### src/rtl/rf_pkg.sv
// Shared definitions for the 4x8 register file and its write-port sharing logic.
package rf_pkg;

  localparam int REG_ADDR_W = 2;
  localparam int REG_DATA_W = 8;
  localparam int NUM_REGS   = 4;

  // One register-file write: destination register and the value to store.
  typedef struct packed {
    logic [REG_ADDR_W-1:0] addr;
    logic [REG_DATA_W-1:0] data;
  } rf_wr_t;

endpackage

### src/rtl/rr_arbiter.sv
// Round-robin arbiter with a one-hot grant. The pointer holds the last granted
// index; the search starts just above it and wraps, so every requester that
// keeps its request up is served within N grants.
module rr_arbiter #(
  parameter int N = 3
) (
  input  logic         clk,
  input  logic         reset,
  input  logic [N-1:0] req,
  input  logic         advance,
  output logic [N-1:0] gnt
);

  localparam int PW = (N > 1) ? $clog2(N) : 1;

  logic [PW-1:0] last_grant;
  logic [PW-1:0] gnt_idx;
  logic          found;
  int            best_d;
  int            d;

  // Pick the requester closest (in wrap-around order) after last_grant.
  always_comb begin
    gnt    = '0;
    found  = 1'b0;
    best_d = N;
    d      = 0;
    for (int i = 0; i < N; i++) begin
      d = i - int'(last_grant) - 1;
      if (d < 0) d = d + N;
      if (req[i] && (!found || d < best_d)) begin
        gnt    = '0;
        gnt[i] = 1'b1;
        best_d = d;
        found  = 1'b1;
      end
    end
  end

  // Encode the one-hot grant so it can become the new pointer.
  always_comb begin
    gnt_idx = '0;
    for (int i = 0; i < N; i++) begin
      if (gnt[i]) gnt_idx = PW'(i);
    end
  end

  // Pointer moves only when a grant is actually taken; reset favours index 0.
  always_ff @(posedge clk or posedge reset) begin
    if (reset) begin
      last_grant <= PW'(N - 1);
    end else if (advance && (|gnt)) begin
      last_grant <= gnt_idx;
    end
  end

endmodule

### src/rtl/rf_write_arbiter.sv
// Shares the register file's single write port between NUM_REQ writeback
// sources. The winning write is held one cycle in an output stage that drives
// the register file, and that staged write is forwarded onto both read ports
// until the register file has committed it.
module rf_write_arbiter
  import rf_pkg::*;
#(
  parameter int NUM_REQ = 3,
  parameter int ADDR_W  = REG_ADDR_W,
  parameter int DATA_W  = REG_DATA_W
) (
  input  logic                        clk,
  input  logic                        reset,
  input  logic                        stall,
  input  logic [NUM_REQ-1:0]          req_valid,
  input  logic [NUM_REQ*ADDR_W-1:0]   req_addr,
  input  logic [NUM_REQ*DATA_W-1:0]   req_data,
  output logic [NUM_REQ-1:0]          req_ready,
  output logic                        rf_wen,
  output logic [ADDR_W-1:0]           rf_waddr,
  output logic [DATA_W-1:0]           rf_wdata,
  input  logic [ADDR_W-1:0]           rd_addr1,
  input  logic [ADDR_W-1:0]           rd_addr2,
  input  logic [DATA_W-1:0]           rf_rdata1,
  input  logic [DATA_W-1:0]           rf_rdata2,
  output logic [DATA_W-1:0]           rd_data1,
  output logic [DATA_W-1:0]           rd_data2,
  output logic [NUM_REGS-1:0]         pending_mask
);

  logic [NUM_REQ-1:0] arb_req;
  logic [NUM_REQ-1:0] gnt;
  logic               any_gnt;
  logic [ADDR_W-1:0]  addr_arr [NUM_REQ];
  logic [DATA_W-1:0]  data_arr [NUM_REQ];
  logic [ADDR_W-1:0]  sel_addr;
  logic [DATA_W-1:0]  sel_data;

  // Unpack the flat requester buses into per-requester fields.
  for (genvar gi = 0; gi < NUM_REQ; gi++) begin : g_unpack
    assign addr_arr[gi] = req_addr[gi*ADDR_W +: ADDR_W];
    assign data_arr[gi] = req_data[gi*DATA_W +: DATA_W];
  end

  // Stall and reset both mask every request, so no grant (and no pointer move)
  // can happen while either is high.
  assign arb_req   = req_valid & {NUM_REQ{~stall & ~reset}};
  assign req_ready = gnt;
  assign any_gnt   = |gnt;

  rr_arbiter #(.N(NUM_REQ)) u_arb (
    .clk     (clk),
    .reset   (reset),
    .req     (arb_req),
    .advance (any_gnt),
    .gnt     (gnt)
  );

  // Route the granted requester's address and data to the output stage.
  always_comb begin
    sel_addr = '0;
    sel_data = '0;
    for (int i = 0; i < NUM_REQ; i++) begin
      if (gnt[i]) begin
        sel_addr = addr_arr[i];
        sel_data = data_arr[i];
      end
    end
  end

  // One-entry output stage: a grant loads it for exactly one cycle; otherwise
  // the enable drops and address/data keep their last values.
  always_ff @(posedge clk or posedge reset) begin
    if (reset) begin
      rf_wen   <= 1'b0;
      rf_waddr <= '0;
      rf_wdata <= '0;
    end else if (any_gnt) begin
      rf_wen   <= 1'b1;
      rf_waddr <= sel_addr;
      rf_wdata <= sel_data;
    end else begin
      rf_wen   <= 1'b0;
    end
  end

  // The staged write is not yet in the register file, so readers of that
  // register get the staged value instead of the stale array contents.
  assign rd_data1 = (rf_wen && (rd_addr1 == rf_waddr)) ? rf_wdata : rf_rdata1;
  assign rd_data2 = (rf_wen && (rd_addr2 == rf_waddr)) ? rf_wdata : rf_rdata2;

  // Decode the staged destination into a per-register pending flag.
  for (genvar gi = 0; gi < NUM_REGS; gi++) begin : g_pending
    assign pending_mask[gi] = rf_wen && (rf_waddr == ADDR_W'(gi));
  end

endmodule
### config.mk
export PLATFORM = sky130hd
export DESIGN_NAME = rf_write_arbiter
export DESIGN_NICKNAME = d
export VERILOG_FILES = /design/src/rtl/rf_pkg.sv /design/src/rtl/rr_arbiter.sv /design/src/rtl/rf_write_arbiter.sv
export SDC_FILE = /design/constraint.sdc
export NUM_CORES = 1
export LEC_CHECK = 0
export ABC_AREA = 1
export ABC_CLOCK_PERIOD_IN_PS = 9000
export CORE_MARGIN = 4
export CORE_UTILIZATION = 49
export DETAILED_ROUTE_END_ITERATION = 8
export GPL_ROUTABILITY_DRIVEN = 0
export PLACE_DENSITY = 0.87
export RECOVER_POWER = 100
export SKIP_CTS_REPAIR_TIMING = 1
export SLEW_MARGIN = 20
export SYNTH_ARGS = -nofsm -noshare
export SYNTH_HDL_FRONTEND = slang
export SYNTH_SLANG_ARGS = --single-unit
### constraint.sdc
create_clock -name clk -period 9 [get_ports clk]
set_input_delay 0.9 -clock clk [delete_from_list [all_inputs] [get_ports clk]]
set_output_delay 0.9 -clock clk [all_outputs]
set_load 0.01 [all_outputs]
==> run metrics, run 1 <==
Avg WL per Cell 15.09 um; Synth Cell Area 0.002365 mm2; clock slew seen by the registers of the worst setup and hold paths 0.06 ns; count of state elements after synthesis 13; vias per cell 5.515; largest cells by area after synthesis ha_1, dfrtp_1, nand2_1, nand3_1, inv_1; Via Count 2625; Worst R2R End rf_wdata[0]; share of cells above drive strength 1 1.422%; Final period util 81.90%; DRC 0; critical path class in2out; final-report hold violation count 0; r2r setup slk 3.81 ns; CTS tree yes; CP delay by family, top simple AND/OR/NAND/NOR gates; total power 547.5 uW; area post-placement 0.003278 mm2; WHS 0.5390 ns; post-synthesis sequential area ratio 13.81%; Slew Limit Fails 0; Yosys top cell area share 31.75%; setup TNS 0 ns; sw frac 48.53%; share of flip-flops with an asynchronous set or reset 100.0%; Worst Tran Pin Value 1.064 ns; worst hold start rf_wdata[4]; ANT cells 0; first-pass GRT wire length 11650 um; Finished Cell Area 0.003317 mm2; peak supply drop 0.1072 mV; critical path's largest stage delay 0.62 ns; Post-synth EDFFs 0; Core Box Area 0.004692 mm2; DR iter-0 viols 216; Max FO, Critical Path 25; most used cell, CP nand2_1; critical path arrival 6.47 ns; final layout net count 542; max-cap viol count 0; min Tclk post-route 7.371 ns; number of global-route vias before repair 2484; CTS Buf Count 3; clk buf depth 2; Most used DFF post-synth dfrtp_1; Syn-to-layout area delta 40.26%; # rows 25; Hold WC Path Type reg2reg; leakage power 1.723 nW; outcome complete, no violations; FF-to-FF path depth 23; Clk pwr share 9.8%; IO Port Bufs 89; hold path cells 2; Cell variety after synth 31; GR Util All Layers 23.53%; DP HPWL 5983 um; Worst Hold End rf_wdata[4]; Vert. Die Dim 77.47 um; Ports 90; reg-to-reg critical path startpoint u_arb.last_grant[1]; commonest non-fill, non-tap cell in the layout nand2_1; pwr/cell area 165.1 mW/mm2; crit path launch type primary input; internal power 281.8 uW; Initial Utilization 50.40%; htree depth 1; GRT overflow 0; Sequential Power Share 15.5%; setup violators final 0; Critical Path Sink Type output port; antenna violations before repair 0; clock root cell clkbuf_8; post-route clock skew 0.002706 ns; area leader, netlist ha_1; DIE AREA 0.006002 mm2; Worst path slowest cell o21ai_4; Clk Latency, worst-skew pair 0.25 ns; combinational power share 74.7%; DRT Pass-1 Iters 6; most frequent cells in the layout nand2_1, ha_1, clkdlybuf4s50_1, inv_1, nand3_1; syn_nets 457; synthesized area per cell 6.996 um2; die width 77.47 um; final WL 7183 um; Synth Instances 338; post-detailed-route count of antenna-violating nets 0; Slew HR 29.04%; Bufs and invs on worst path 4; Clock Sink Count 13; largest net degree at the start of global routing 26; unrepaired setup endpoints after global routing no; Ys Warns 0; net load switching power 265.7 uW; Worst EP required 8.10 ns; Max Clock Freq 0.1357 GHz
==> cell families (layout without fill, tap and decap cells) <==
kind of cell / count (synthesis) / in the layout / share of synthesized area, %
AO/OA/AOI/OAI: 56 / 56 / 15.13
adder cells (fa/ha/maj): 63 / 63 / 34.29
buffers and inverters: 55 / 139 / 9.206
flip-flops: 13 / 13 / 13.81
AND/OR/NAND/NOR: 151 / 151 / 27.57
==> metal layers <==
| layer | wire (um) | global-route usage [%] |
|---|---|---|
| met5 | 0 | 0 |
| met4 | 154 | 5.338 |
| met1 | 2952 | 27.48 |
| met3 | 391 | 3.480 |
| met2 | 3685 | 44.73 |
==> cell usage after synthesis, drive strengths merged, types with 4 or more instances <==
| cell | n |
|---|---|
| o21ai | 21 |
| nand2 | 81 |
| nor2 | 24 |
| nor3 | 5 |
| clkbuf | 8 |
| nand3 | 38 |
| ha | 60 |
| inv | 44 |
| a211oi | 4 |
| dfrtp | 12 |
| a22o | 10 |
| a21oi | 11 |
==> worst register-to-register path, cell delays in order (launching register included) <==
cell and delay (ns):
dfstp_2 0.57, inv_1 0.12, ha_1 0.24, ha_1 0.24, ha_1 0.35, a21oi_1 0.16, o21a_1 0.16, nand3_1 0.08
nand3_1 0.11, nand2_1 0.17, o21ai_4 0.62, ha_1 0.37, a21oi_1 0.14, nor2_1 0.06, a211oi_1 0.22, o211ai_1 0.11
a21oi_1 0.20, nand2_1 0.08, nand2_1 0.07, nand3_1 0.31, nand2_1 0.44, nand2_1 0.12, nand2_1 0.09, nand2_1 0.06
==> stage by stage <==
step,std cells,utilization [%],worst slack (ns)
global placement,471,69.87,2.225
CTS,475,70.83,1.920
floorplan,338,-,2.615
global route,476,70.69,1.144
detailed placement,471,69.87,1.931
finish,476,70.69,1.629
==> sequential cells by signal, indices dropped and copies added (netlist names) <==
register and flops:
u_arb.last_grant 2, rf_wdata 8, rf_waddr 2, rf_wen 1
==> worst max-delay path by stage <==
stage	start	to	slack (ns)	cells after the start
3_5_place_dp	stall	req_ready[1]	1.93	25
3_3_place_gp	stall	req_ready[1]	2.23	26
2_1_floorplan	stall	req_ready[0]	2.61	24
5_1_grt	reset	req_ready[0]	1.14	25
4_1_cts	stall	req_ready[1]	1.92	25
6_report	reset	req_ready[0]	1.63	25
==> cell type report <==
type	count	area (um2)
multi-input cells	270	1814
flip-flops and latches	13	326.6
repair buffers	90	894.6
fillers	394	1375
inverters	45	168.9
well taps	54	67.56
clock buffers	4	45.04
==> power by group through the flow <==
stage	Sequential, mW	Combinational, mW	Clock [mW]
floorplan	0.0873	0.275	0
global placement	0.0852	0.397	0
detailed placement	0.0862	0.416	0
CTS	0.0850	0.419	0.0539
global route	0.0865	0.462	0.0554
finish	0.0849	0.409	0.0534
Power figures use the tool's default switching activity.
==> run 2: changes to the inputs <==
Settings changed: ABC_CLOCK_PERIOD_IN_PS 9000 to 6500, CORE_UTILIZATION 49 to 41, PLACE_DENSITY 0.87 to 0.77.
Clock period 9 ns to 6.5 ns, I/O delays scaled along.
==> run 2 against run 1 <==
  * Via count shrank 1.9%
  * Core utilization shrank 9.2 points
  * Final area grew 2.7%
  * Total power grew 39%
  * Highest routed layer unchanged
  * Critical endpoint is now req_ready[1]
  * Die area grew 17%
  * Worst setup slack lost 1.1 ns
==> run metrics, run 2 (synthesis results as in run 1) <==
outcome complete, no violations (unchanged); Clock Sink Count 13 (unchanged); post-route clock skew 0.003512 ns (was 0.002706 ns); setup violators final 0 (unchanged); Worst Tran Pin Value 1.084 ns (was 1.064 ns); min Tclk post-route 5.994 ns; number of global-route vias before repair 2212 (was 2484); Ports 90 (unchanged); DR iter-0 viols 168 (was 216); Vert. Die Dim 83.95 um (was 77.47 um); Critical Path Sink Type output port (unchanged); most frequent cells in the layout nand2_1, ha_1, clkdlybuf4s50_1, inv_1, nand3_1 (unchanged); clk buf depth 2 (unchanged); peak supply drop 0.1143 mV (was 0.1072 mV); IO Port Bufs 89 (unchanged); DP HPWL 5628 um (was 5983 um); htree depth 1 (unchanged); ANT cells 0 (unchanged); clock slew seen by the registers of the worst setup and hold paths 0.05 ns (was 0.06 ns); placed instance count 491 (was 471); die width 83.95 um (was 77.47 um); Avg WL per Cell 14.15 um (was 15.09 um); Largest regs rf_wdata: 8 flops, rf_waddr: 2 flops, u_arb.last_grant: 2 flops (unchanged); Initial Utilization 42.68% (was 50.40%); GR Util All Layers 18.55% (was 23.53%); r2r setup slk 1.98 ns (was 3.81 ns); WHS 0.5518 ns (was 0.5390 ns); hold path cells 2 (unchanged); max-cap viol count 0 (unchanged); max reg flops 8 (unchanged); post-detailed-route count of antenna-violating nets 0 (unchanged); antenna violations before repair 0 (unchanged); DRT Pass-1 Iters 5 (was 6); largest register by flop count rf_wdata (unchanged); critical path arrival 5.34 ns (was 6.47 ns); GRT overflow 0 (unchanged); Max Clock Freq 0.1668 GHz; Max FO, Critical Path 13 (was 25); Setup WS post-layout 0.5055 ns (was 1.629 ns); # rows 27 (was 25); Slew HR 27.73% (was 29.04%); unrepaired setup endpoints after global routing no (unchanged); final WL 7031 um (was 7183 um); Setup WS pre-CTS 0.01060 ns (was 1.931 ns); final layout net count 545 (was 542); Core Util, Final 61.50% (was 70.69%); Clk Latency, worst-skew pair 0.25 ns (about the same); Via Count 2574 (was 2625); largest net degree at the start of global routing 26 (unchanged); final-report hold violation count 0 (unchanged); leakage power 1.735 nW (was 1.723 nW); first-pass GRT wire length 10900 um (was 11650 um); Fillers 517 (was 394); setup TNS 0 ns (unchanged); share of cells above drive strength 1 4.000% (was 1.422%); FF-to-FF path depth 25 (was 23); post-route insts no fill 497 (was 476); reg-to-reg critical path startpoint u_arb.last_grant[0] (was u_arb.last_grant[1]); DIE AREA 0.007047 mm2 (was 0.006002 mm2); Worst EP required 5.85 ns (was 8.10 ns); Hold WC Path Type reg2reg (unchanged); vias per cell 5.179 (was 5.515); critical path class in2out (unchanged); CTS Buf Count 3 (unchanged); Slew Limit Fails 0 (unchanged); CTS tree yes (unchanged); crit path launch type primary input (unchanged); Final period util 92.22%; Core Box Area 0.005540 mm2 (was 0.004692 mm2); Syn-to-layout area delta 44.07% (was 40.26%); DRC 0 (unchanged); Worst R2R End u_arb.last_grant[0] (was rf_wdata[0]); worst hold start rf_wdata[0] (was rf_wdata[4]); clock root cell clkbuf_8 (unchanged); pwr/cell area 222.6 mW/mm2 (was 165.1 mW/mm2); commonest non-fill, non-tap cell in the layout nand2_1 (unchanged); Worst Hold End rf_wdata[0] (was rf_wdata[4])
==> run 2: cell types whose count changed in the layout (fill, tap and decap cells not counted), sizes merged <==
cell           previous run  this run
buf                       0         2
o21ai                    21        23
dlygate4sd3              32        31
clkdlybuf4s50            57        58
clkbuf                    5         4
==> run 2: how the worst max path moves through the flow <==
stage,from,endpoint,slack [ns],cells after the start
4_1_cts,reset,req_ready[1],-0.001,25
3_5_place_dp,reset,req_ready[1],0.01,25
6_report,reset,req_ready[1],0.51,26
5_1_grt,reset,req_ready[1],0.03,26
3_3_place_gp,stall,req_ready[1],0.21,28
2_1_floorplan,stall,req_ready[0],0.61,24
==> run 2: report_power, final <==
part           total (mW)  internal [mW]  switching, mW
Clock              0.0732         0.0434         0.0298
Combinational       0.568          0.250          0.318
Sequential          0.118         0.0992         0.0183
==> run 2: area by class of cell <==
type / count / area, um2 / share of cell area [%]
repair buffers: 91 / 905.9 / 26.59
multi-input cells: 272 / 1871 / 54.90
flip-flops and latches: 13 / 326.6 / 9.585
clock buffers: 4 / 45.04 / 1.322
inverters: 45 / 168.9 / 4.958
well taps: 72 / 90.09 / 2.644
==> run 2: layer usage <==
layer | GRT usage [%] | vias to the layer above | wire (um)
met3 | 2.270 | 8 | 317
li1 | - | 1307 | -
met1 | 25.34 | 1183 | 3186
met2 | 31.02 | 76 | 3419
met4 | 4.386 | 0 | 108
met5 | 0 | - | 0
==> run 2: worst max-delay path, stage by stage <==
cell             delay, ns
clkdlybuf4s50_1       0.46
nor2_2                0.14
nand2_1               0.11
inv_1                 0.11
nand2_1               0.17
ha_1                  0.39
nand2_1               0.08
o21a_1                0.20
nand2_1               0.06
nand2_1               0.05
nand3_1               0.09
nand2_2               0.19
o21ai_4               0.35
ha_1                  0.31
a21oi_1               0.17
nor2_1                0.06
a211oi_1              0.17
o221ai_1              0.13
a21oi_1               0.18
nand2_1               0.07
nand2_1               0.07
nand3_2               0.21
nand2_4               0.23
nand2_1               0.09
inv_1                 0.06
clkdlybuf4s50_1       0.54
==> run 2: per-stage QoR <==
| stage | cell area [um2] | power [mW] |
|---|---|---|
| after floorplan | 2365 | 0.5012 |
| after global placement | 3316 | 0.6694 |
| after detailed placement | 3316 | 0.6884 |
| after CTS | 3361 | 0.7645 |
| after global routing | 3407 | 0.8542 |
| final | 3407 | 0.7586 |
